<file path="src/rtl/stdp_weight_update.sv">
`default_nettype none
// ============================================================================
// Module   : stdp_weight_update
// Purpose  : Pair-based STDP on one synaptic weight, driven by decaying
//            pre/post eligibility traces through a two-stage update pipeline.
// Revision : 1.0 - initial release
// ============================================================================
module stdp_weight_update #(
    parameter int W_WIDTH     = 8,
    parameter int W_INIT      = 64,
    parameter int TRACE_WIDTH = 4,
    parameter int TRACE_MAX   = 15,
    parameter int A_PLUS      = 8,
    parameter int A_MINUS     = 6
) (
    input  logic                   clk,
    input  logic                   rst,
    input  logic                   en,
    input  logic                   learn_en,
    input  logic                   pre_spike,
    input  logic                   post_spike,
    output logic [W_WIDTH-1:0]     weight,
    output logic                   weight_valid,
    output logic                   ltp_evt,
    output logic                   ltd_evt,
    output logic [TRACE_WIDTH-1:0] pre_trace,
    output logic [TRACE_WIDTH-1:0] post_trace
);

    localparam int                   c_prod_width = TRACE_WIDTH + W_WIDTH;
    localparam int                   c_net_width  = W_WIDTH + 2;
    localparam int                   c_sum_width  = W_WIDTH + 3;
    localparam logic [TRACE_WIDTH-1:0] c_trace_max = TRACE_WIDTH'(TRACE_MAX);
    localparam logic [W_WIDTH-1:0]   c_w_one      = W_WIDTH'(1);
    localparam logic [W_WIDTH-1:0]   c_w_max      = {W_WIDTH{1'b1}};

    logic [TRACE_WIDTH-1:0]   r_pre_trace;
    logic [TRACE_WIDTH-1:0]   r_post_trace;
    logic [W_WIDTH-1:0]       r_weight;
    logic                     r_weight_valid;
    logic                     r_ltp_evt;
    logic                     r_ltd_evt;
    logic                     r_upd;
    logic signed [c_net_width-1:0] r_net;

    logic                     w_ltp;
    logic                     w_ltd;
    logic [c_prod_width-1:0]  w_prod_plus;
    logic [c_prod_width-1:0]  w_prod_minus;
    logic [W_WIDTH-1:0]       w_mag_plus;
    logic [W_WIDTH-1:0]       w_mag_minus;
    logic [W_WIDTH-1:0]       w_dplus;
    logic [W_WIDTH-1:0]       w_dminus;
    logic signed [c_net_width-1:0] w_net;
    logic signed [c_sum_width-1:0] w_sum;
    logic [W_WIDTH-1:0]       w_weight_next;
    logic [TRACE_WIDTH-1:0]   w_pre_trace_next;
    logic [TRACE_WIDTH-1:0]   w_post_trace_next;

    // Stage 1: deltas come from the trace values held before this edge
    assign w_ltp        = post_spike && (r_pre_trace != '0);
    assign w_ltd        = pre_spike && (r_post_trace != '0);
    assign w_prod_plus  = c_prod_width'(r_pre_trace) * c_prod_width'(A_PLUS);
    assign w_prod_minus = c_prod_width'(r_post_trace) * c_prod_width'(A_MINUS);
    assign w_mag_plus   = w_prod_plus[c_prod_width-1:TRACE_WIDTH];
    assign w_mag_minus  = w_prod_minus[c_prod_width-1:TRACE_WIDTH];

    always_comb begin
        w_dplus  = '0;
        w_dminus = '0;
        if (w_ltp) begin
            w_dplus = (w_mag_plus == '0) ? c_w_one : w_mag_plus;
        end
        if (w_ltd) begin
            w_dminus = (w_mag_minus == '0) ? c_w_one : w_mag_minus;
        end
    end

    assign w_net = $signed({2'b00, w_dplus}) - $signed({2'b00, w_dminus});

    // Stage 2: saturating add of the registered net delta
    assign w_sum = $signed({3'b000, r_weight}) + $signed({r_net[c_net_width-1], r_net});

    always_comb begin
        w_weight_next = w_sum[W_WIDTH-1:0];
        if (w_sum < 0) begin
            w_weight_next = '0;
        end else if (w_sum > $signed({3'b000, c_w_max})) begin
            w_weight_next = c_w_max;
        end
    end

    always_comb begin
        w_pre_trace_next  = r_pre_trace;
        w_post_trace_next = r_post_trace;
        if (pre_spike) begin
            w_pre_trace_next = c_trace_max;
        end else if (r_pre_trace != '0) begin
            w_pre_trace_next = r_pre_trace - 1'b1;
        end
        if (post_spike) begin
            w_post_trace_next = c_trace_max;
        end else if (r_post_trace != '0) begin
            w_post_trace_next = r_post_trace - 1'b1;
        end
    end

    // With en low the pending stage-1 result is held, so it lands on the next enabled edge
    always_ff @(posedge clk) begin
        if (rst) begin
            r_pre_trace    <= '0;
            r_post_trace   <= '0;
            r_weight       <= W_WIDTH'(W_INIT);
            r_weight_valid <= 1'b0;
            r_ltp_evt      <= 1'b0;
            r_ltd_evt      <= 1'b0;
            r_upd          <= 1'b0;
            r_net          <= '0;
        end else if (en) begin
            r_pre_trace    <= w_pre_trace_next;
            r_post_trace   <= w_post_trace_next;
            r_ltp_evt      <= w_ltp;
            r_ltd_evt      <= w_ltd;
            r_upd          <= learn_en && (w_ltp || w_ltd);
            r_net          <= w_net;
            r_weight_valid <= r_upd;
            if (r_upd) begin
                r_weight <= w_weight_next;
            end
        end else begin
            r_weight_valid <= 1'b0;
            r_ltp_evt      <= 1'b0;
            r_ltd_evt      <= 1'b0;
        end
    end

    assign weight       = r_weight;
    assign weight_valid = r_weight_valid;
    assign ltp_evt      = r_ltp_evt;
    assign ltd_evt      = r_ltd_evt;
    assign pre_trace    = r_pre_trace;
    assign post_trace   = r_post_trace;

endmodule
`default_nettype wire

</file>
<file path="config.mk">
export PLATFORM = sky130hd
export DESIGN_NAME = stdp_weight_update
export DESIGN_NICKNAME = d
export VERILOG_FILES = /design/src/rtl/stdp_weight_update.sv
export SDC_FILE = /design/constraint.sdc
export NUM_CORES = 1
export LEC_CHECK = 0
export CAP_MARGIN = 25
export CORE_ASPECT_RATIO = 1.5
export CORE_UTILIZATION = 39
export CTS_BUF_LIST = sky130_fd_sc_hd__clkbuf_4
export DETAILED_ROUTE_END_ITERATION = 10
export HOLD_SLACK_MARGIN = 0.05
export MAX_ROUTING_LAYER = met4
export SYNTH_ARGS = -nofsm -noshare
export SYNTH_HDL_FRONTEND = slang
export SYNTH_SLANG_ARGS = --single-unit
</file>
<file path="constraint.sdc">
create_clock -name clk -period 3.65 [get_ports clk]
set_input_delay 1.095 -clock clk [delete_from_list [all_inputs] [get_ports clk]]
set_output_delay 1.095 -clock clk [all_outputs]
set_load 0.02 [all_outputs]
</file>
==> run summary, run 1 <==
- **starting density of the core** 41.27%
- **highest net fanout along the worst path** 5
- **CTS tree** built
- **crit share post-route** 77.49%
- **CP endpoint kind** register
- **Setup Total Neg Slack** 0 ns
- **Resize count post-CTS** 0
- **Post-CTS Setup Repair Bufs** 0
- **launch point of the worst path** pre_spike
- **met2 Use GR** 34.82%
- **M3 GR Usage** 1.417%
- **CTS H-tree lvls** 1
- **Initial DRC Count** 26
- **count of final setup violators** 0
- **crit path capture** r_net[2]$_SDFFE_PP0P_
- **RSZ-0062 raised after global routing** no
- **setup slack of the most critical reg-to-reg path** 0.89 ns
- **post-synthesis register bit count** 24
- **number of diodes added for antenna fixing** 0
- **die area** 4534 um2
- **cell at the root of the clock tree** clkbuf_4
- **leading cell type in the layout, fill and taps excluded** nor2_1
- **final net count** 257
- **die height** 81.97 um
- **post-cts hold buffer count** 0
- **clock slew at the register clock pins of the worst setup and hold paths** 0.15 ns
- **distinct cell type count after synthesis** 33
- **Max Fclk** 353.6 MHz
- **share of layout cells above drive strength 1** 5.752%
- **worst reg2reg endpoint** r_net[2]$_SDFFE_PP0P_
- **number of global-route vias before repair** 1409
- **max-capacitance violation count** 0
- **antenna violation net count after detailed routing** 0
- **IO Count** 25
- **worst slew pin tran** 0.5329 ns
- **clk sinks** 24
- **met1 Usage GRT** 17.83%
- **router iterations before antenna repair** 6
- **global-route wire length before repair** 6.085 mm
- **logic depth of the worst register-to-register path** 12
- **count of endpoints failing hold in the final timing report** 0
- **synthesized area divided by synthesized cell count** 8.314 um2
- **Routed WL per cell** 13.41 um
- **Synth Instances** 200
- **Yosys warnings** 0
- **outcome** finished clean
- **port bufs** 24
- **count of final max-slew check failures** 0
- **final critical path time including I/O delays and setup** 2.828 ns
- **overall power** 0.7320 mW
- **chip width** 55.32 um
- **busiest grt layer** met2
- **weighted congestion at the end of routability-driven global placement** 0.7976
- **Core Box Area** 4029 um2
- **classification of the worst setup path** in -> reg
- **worst slew margin relative to its limit** 64.10%
- **pwr dens** 363.4 nW/um2
- **post-detailed-route via-to-cell ratio** 5.395
- **cell leakage power** 0.8066 nW
- **sort of element at the start of the critical path** primary input
- **final-layout fill cell count** 407
- **data arrival time of the critical path** 3.08 ns
- **gr ovfl total** 0
- **count of unresolved DRC violations after routing** 0
- **Synthesized Nets** 230
- **Final Skew** 0.01074 ns
- **number of antenna violations at the first check in global routing** 0
- **wirelength, routed** 3.634 mm
- **min-delay worst type** reg -> reg
- **Detail Placement HPWL** 2.719 mm
- **sequential-to-total area share from yosys stat** 28.89%
- **most used cells in the layout excluding fill and tap cells** nor2_1 (26), clkdlybuf4s50_1 (24), dfxtp_1 (24), ha_1 (22), a21oi_1 (18)
- **cell area after technology mapping** 1663 um2
- **post-route worst hold slack** 0.4803 ns
- **CTS buffer count** 3
- **area growth from synthesis to layout** 21.14%
- **clock latency reported for the late side of the worst-skew pair** 0.33 ns
- **Critical Path RT** 3.91 ns
- **maximum number of pins on one net before global-route repair** 15
- **standard-cell rows** 28
- **beginning of the worst register-to-register path** post_trace[2]$_SDFFE_PP0P_
- **Worst VDD drop** 0.2029 mV
- **Max Buffers Root-to-Sink** 2
- **all-layer global routing usage** 17.36%
- **detailed-route via count** 1462
[final cells by class]
class | instances | area, um2 | share of cell area, %
Multi-Input combinational cell | 156 | 1106 | 54.91
Sequential cell | 24 | 480.5 | 23.85
Timing Repair Buffer | 27 | 262.8 | 13.04
Inverter | 15 | 56.30 | 2.795
Tap cell | 45 | 56.30 | 2.795
Clock inverter | 1 | 30.03 | 1.491
Clock buffer | 3 | 22.52 | 1.118
[Yosys cell counts]
cell,instances,area share (%)
a21oi_1,18,5.4
nand2_1,12,2.7
o211ai_1,4,1.8
or3_1,1,0.38
a221oi_2,1,0.90
mux2_4,1,0.90
xor2_1,2,1.1
fa_1,2,2.4
a21boi_0,1,0.45
nand2b_1,4,1.5
clkbuf_1,4,0.90
a21o_1,8,3.6
and2_1,4,1.5
inv_1,15,3.4
a211oi_2,1,0.75
a211oi_1,5,2.3
and3b_1,2,1.1
mux2i_1,3,1.8
dfxtp_1,24,29
xnor2_1,6,3.2
a21oi_2,3,1.6
o41ai_1,1,0.53
buf_2,1,0.30
nand3_1,2,0.60
a221oi_1,1,0.53
o21a_1,2,0.90
nor2b_1,2,0.75
nor2_1,26,5.9
nor3_1,6,1.8
ha_1,22,17
a311oi_1,4,2.1
o21ai_0,11,3.3
o21ai_1,1,0.30
[power by group]
part           switching [mW]  leakage, nW  internal (mW)  total (mW)
clock network          0.0885       0.0279          0.111       0.200
logic                   0.123        0.582          0.103       0.227
registers              0.0243        0.197          0.281       0.306
total                   0.236        0.807          0.496       0.732
[per-layer routing]
metal	up-vias	wire [um]
li1	757	-
met1	683	1632
met2	20	1907
met3	2	76
met4	0	19
met5	-	0
[cell families (layout without fill, tap and decap cells)]
family / count (synthesis) / in the layout / share of synthesized area (%)
AOI/OAI and AO/OA: 61 / 61 / 24.45
xor gates and xnor gates: 8 / 8 / 4.214
adders and majority gates: 24 / 24 / 18.96
buffers and inverters: 20 / 46 / 4.589
DFF: 24 / 24 / 28.89
muxes: 4 / 4 / 2.709
and+or+nand+nor: 59 / 59 / 16.18
[metrics by stage]
step | instances | setup slack (ns) | utilization, % | instance area (um2)
final | 271 | 0.8217 | 50.00 | 2014
after global routing | 271 | 0.6280 | 50.00 | 2014
after CTS | 271 | 0.8246 | 50.00 | 2014
after detailed placement | 267 | 0.4745 | 48.70 | 1962
after global placement | 267 | 0.5418 | 48.70 | 1962
after floorplan | 200 | 1.118 | - | 1663
[worst min path at each step]
stage | to | start | slack, ns | cells past startpoint
finish | r_upd$_SDFFE_PP0P_ | r_upd$_SDFFE_PP0P_ | 0.48 | 2
global route | weight[2]$_SDFFE_PP0P_ | weight[2]$_SDFFE_PP0P_ | 0.51 | 2
CTS | r_upd$_SDFFE_PP0P_ | r_upd$_SDFFE_PP0P_ | 0.48 | 2
detailed placement | r_upd$_SDFFE_PP0P_ | r_upd$_SDFFE_PP0P_ | 0.46 | 2
global placement | r_upd$_SDFFE_PP0P_ | r_upd$_SDFFE_PP0P_ | 0.46 | 2
floorplan | r_upd$_SDFFE_PP0P_ | r_upd$_SDFFE_PP0P_ | 0.45 | 2
[registers in the layout, indices dropped and copies added, names as in the netlist]
signal        flops
weight_valid      1
weight            8
post_trace        4
r_upd             1
pre_trace         4
ltd_evt           1
r_net             4
ltp_evt           1
[worst max-delay path, cell delays in order]
cell and delay (ns):
clkdlybuf4s50_1 0.54, inv_1 0.08, a21oi_1 0.28, and2_1 0.18, ha_1 0.13, inv_1 0.06, fa_1 0.37, xnor2_1 0.13
a211oi_1 0.22
No activity file was read; power rests on OpenSTA's default activity.
==> inputs of run 2 (changes only) <==
clock period = 2.4 ns   (was 3.65 ns; I/O delays follow)
==> run 2 against run 1 <==
  * First-iteration DRC count is 23% higher
  * Utilization increased by 3.8 points
  * Largest cell class unchanged
  * Sequential power is 49% higher
  * Highest routed layer unchanged
==> run summary, run 2 (synthesized netlist as in run 1, its figures left out) <==
- **min-delay worst type** reg -> reg, unchanged
- **final net count** 274, was 257
- **global-route wire length before repair** 6.341 mm, was 6.085 mm
- **sort of element at the start of the critical path** register, was primary input
- **Critical Path RT** 2.66 ns, was 3.91 ns
- **classification of the worst setup path** reg -> reg, was in -> reg
- **setup slack at placement** -0.1765 ns, was 0.4745 ns
- **most used cells in the layout excluding fill and tap cells** nor2_1 (26), clkdlybuf4s50_1 (24), dfxtp_1 (22), ha_1 (20), buf_4 (20), was nor2_1 (26), clkdlybuf4s50_1 (24), dfxtp_1 (24), ha_1 (22), a21oi_1 (18)
- **Multi-input gate area** 1129 um2, was 1106 um2
- **all-layer global routing usage** 17.78%, was 17.36%
- **Worst VDD drop** 0.3464 mV, was 0.2029 mV
- **clk sinks** 24, unchanged
- **count of final max-slew check failures** 0, unchanged
- **HP Start** r_upd$_SDFFE_PP0P_, unchanged
- **share of layout cells above drive strength 1** 16.05%, was 5.752%
- **combined flip-flop and latch cell area** 483.0 um2, was 480.5 um2
- **worst setup margin** 0.1446 ns, was 0.8217 ns
- **launch point of the worst path** r_net[7]$_SDFFE_PP0P_, was pre_spike
- **detailed-route via count** 1551, was 1462
- **overall power** 1.160 mW, was 0.7320 mW
- **port bufs** 24, unchanged
- **outcome** finished clean, unchanged
- **maximum number of pins on one net before global-route repair** 15, unchanged
- **crit share post-route** 93.97%
- **router iterations before antenna repair** 4, was 6
- **CP endpoint kind** register, unchanged
- **count of unresolved DRC violations after routing** 0, unchanged
- **worst reg2reg endpoint** weight[2]$_SDFFE_PP0P_, was r_net[2]$_SDFFE_PP0P_
- **Max Buffers Root-to-Sink** 2, unchanged
- **final-layout fill cell count** 380, was 407
- **die area** 4534 um2, unchanged
- **max-capacitance violation count** 0, unchanged
- **gr ovfl total** 0, unchanged
- **beginning of the worst register-to-register path** r_net[7]$_SDFFE_PP0P_, was post_trace[2]$_SDFFE_PP0P_
- **setup slack of the most critical reg-to-reg path** 0.14 ns, was 0.89 ns
- **post-detailed-route via-to-cell ratio** 5.385, was 5.395
- **pwr dens** 535.4 nW/um2, was 363.4 nW/um2
- **Routed WL per cell** 12.79 um, was 13.41 um
- **number of antenna violations at the first check in global routing** 0, unchanged
- **number of diodes added for antenna fixing** 0, unchanged
- **count of endpoints failing hold in the final timing report** 0, unchanged
- **Detail Placement HPWL** 2.861 mm, was 2.719 mm
- **cell at the root of the clock tree** clkbuf_4, unchanged
- **data arrival time of the critical path** 2.52 ns, was 3.08 ns
- **clock slew at the register clock pins of the worst setup and hold paths** 0.15 ns, about the same
- **chip width** 55.32 um, unchanged
- **Buf/Inv on CP** 0, was 3
- **leading cell type in the layout, fill and taps excluded** nor2_1, unchanged
- **area growth from synthesis to layout** 30.32%, was 21.14%
- **CTS buffer count** 3, unchanged
- **post-layout util** 53.79%, was 50.00%
- **final critical path time including I/O delays and setup** 2.255 ns
- **number of global-route vias before repair** 1465, was 1409
- **CTS tree** built, unchanged
- **starting density of the core** 41.27%, unchanged
- **stages on the worst setup path** 7, was 9
- **weighted congestion at the end of routability-driven global placement** 0.8253, was 0.7976
- **worst slew pin tran** 0.4126 ns, was 0.5329 ns
- **Initial DRC Count** 32, was 26
- **cell leakage power** 0.8885 nW, was 0.8066 nW
- **Core Box Area** 4029 um2, unchanged
- **crit path capture** weight[2]$_SDFFE_PP0P_, was r_net[2]$_SDFFE_PP0P_
- **count of final setup violators** 0, unchanged
- **IO Count** 25, unchanged
- **antenna violation net count after detailed routing** 0, unchanged
- **Final Skew** 0.007337 ns, was 0.01074 ns
- **logic depth of the worst register-to-register path** 7, was 12
- **biggest cell delay along the critical path** 0.50 ns, was 0.54 ns
- **kind of cell adding the most delay to the critical path** compound AO/OA/AOI/OAI gates, was buffers and inverters
- **cell with the biggest individual delay on the critical path** dfxtp_1, was clkdlybuf4s50_1
- **die height** 81.97 um, unchanged
- **post-cts hold buffer count** 0, unchanged
- **CTS H-tree lvls** 1, unchanged
- **worst slew margin relative to its limit** 72.41%, was 64.10%
- **cell breakdown of the critical path** ha_1 > a21oi_2 > o211ai_1 > or3_1 > mux2_4 > a21o_1 > a21oi_1, was clkdlybuf4s50_1 > inv_1 > a21oi_1 > and2_1 > ha_1 > inv_1 > fa_1 > xnor2_1 > a211oi_1
- **standard-cell rows** 28, unchanged
- **max reg flops** 8, unchanged
- **wirelength, routed** 3.684 mm, was 3.634 mm
- **Max Fclk** 443.4 MHz
- **clock latency reported for the late side of the worst-skew pair** 0.32 ns, was 0.33 ns
- **highest net fanout along the worst path** 8, was 5
[run 2: cell types whose count changed in the layout (fill, tap and decap cells not counted), sizes merged]
| cell | delta |
|---|---|
| buf | +17 |
[run 2: layout make-up]
class | instances | area share [%]
Multi-Input combinational cell | 156 | 52.08
Sequential cell | 24 | 22.29
Timing Repair Buffer | 44 | 18.01
Inverter | 15 | 2.598
Tap cell | 45 | 2.598
Clock inverter | 1 | 1.386
Clock buffer | 3 | 1.039
[run 2: worst min-delay path by stage]
| stage | endpoint | slack [ns] | cells past startpoint |
|---|---|---|---|
| after global placement | r_upd$_SDFFE_PP0P_ | 0.46 | 2 |
| after detailed placement | r_upd$_SDFFE_PP0P_ | 0.46 | 2 |
| final | r_upd$_SDFFE_PP0P_ | 0.48 | 2 |
| after CTS | r_upd$_SDFFE_PP0P_ | 0.48 | 2 |
| after global routing | r_upd$_SDFFE_PP0P_ | 0.50 | 2 |
| after floorplan | r_upd$_SDFFE_PP0P_ | 0.45 | 2 |
[run 2: metal layers]
metal	track usage [%]	routed length [um]	vias up
met5	-	0	-
met4	6.000	56	0
met3	1.732	109	6
met2	34.46	1983	28
met1	18.78	1535	730
li1	-	-	787
[run 2: power breakdown]
part           switching [mW]  leakage, nW  total [mW]  internal, mW
Sequential             0.0269        0.197       0.455         0.429
Clock                   0.133       0.0279       0.301         0.169
Combinational           0.208        0.663       0.403         0.195
Total                   0.367        0.889        1.16         0.793
[run 2: worst register-to-register path, stage by stage (launching register included)]
cell	delay (ns)
dfxtp_1	0.50
ha_1	0.34
a21oi_2	0.20
o211ai_1	0.12
or3_1	0.38
mux2_4	0.34
a21o_1	0.17
a21oi_1	0.15
[run 2: through the flow]
| step | hold slack (ns) | TNS (ns) | cell area, um2 | instances |
|---|---|---|---|---|
| floorplan | 0.4463 | 0 | 1665 | 200 |
| global placement | 0.4603 | -0.2145 | 2092 | 284 |
| detailed placement | 0.4593 | -0.4118 | 2092 | 284 |
| CTS | 0.4791 | 0 | 2145 | 288 |
| global route | 0.5010 | -0.01483 | 2167 | 288 |
| finish | 0.4761 | 0 | 2167 | 288 |
[run 2: what timing repair did]
action,in CTS,in global routing
gates cloned,0,0
endpoints found under the setup margin,1,9
pin swaps,1,1
gates resized for setup,2,6
setup buffers,0,0
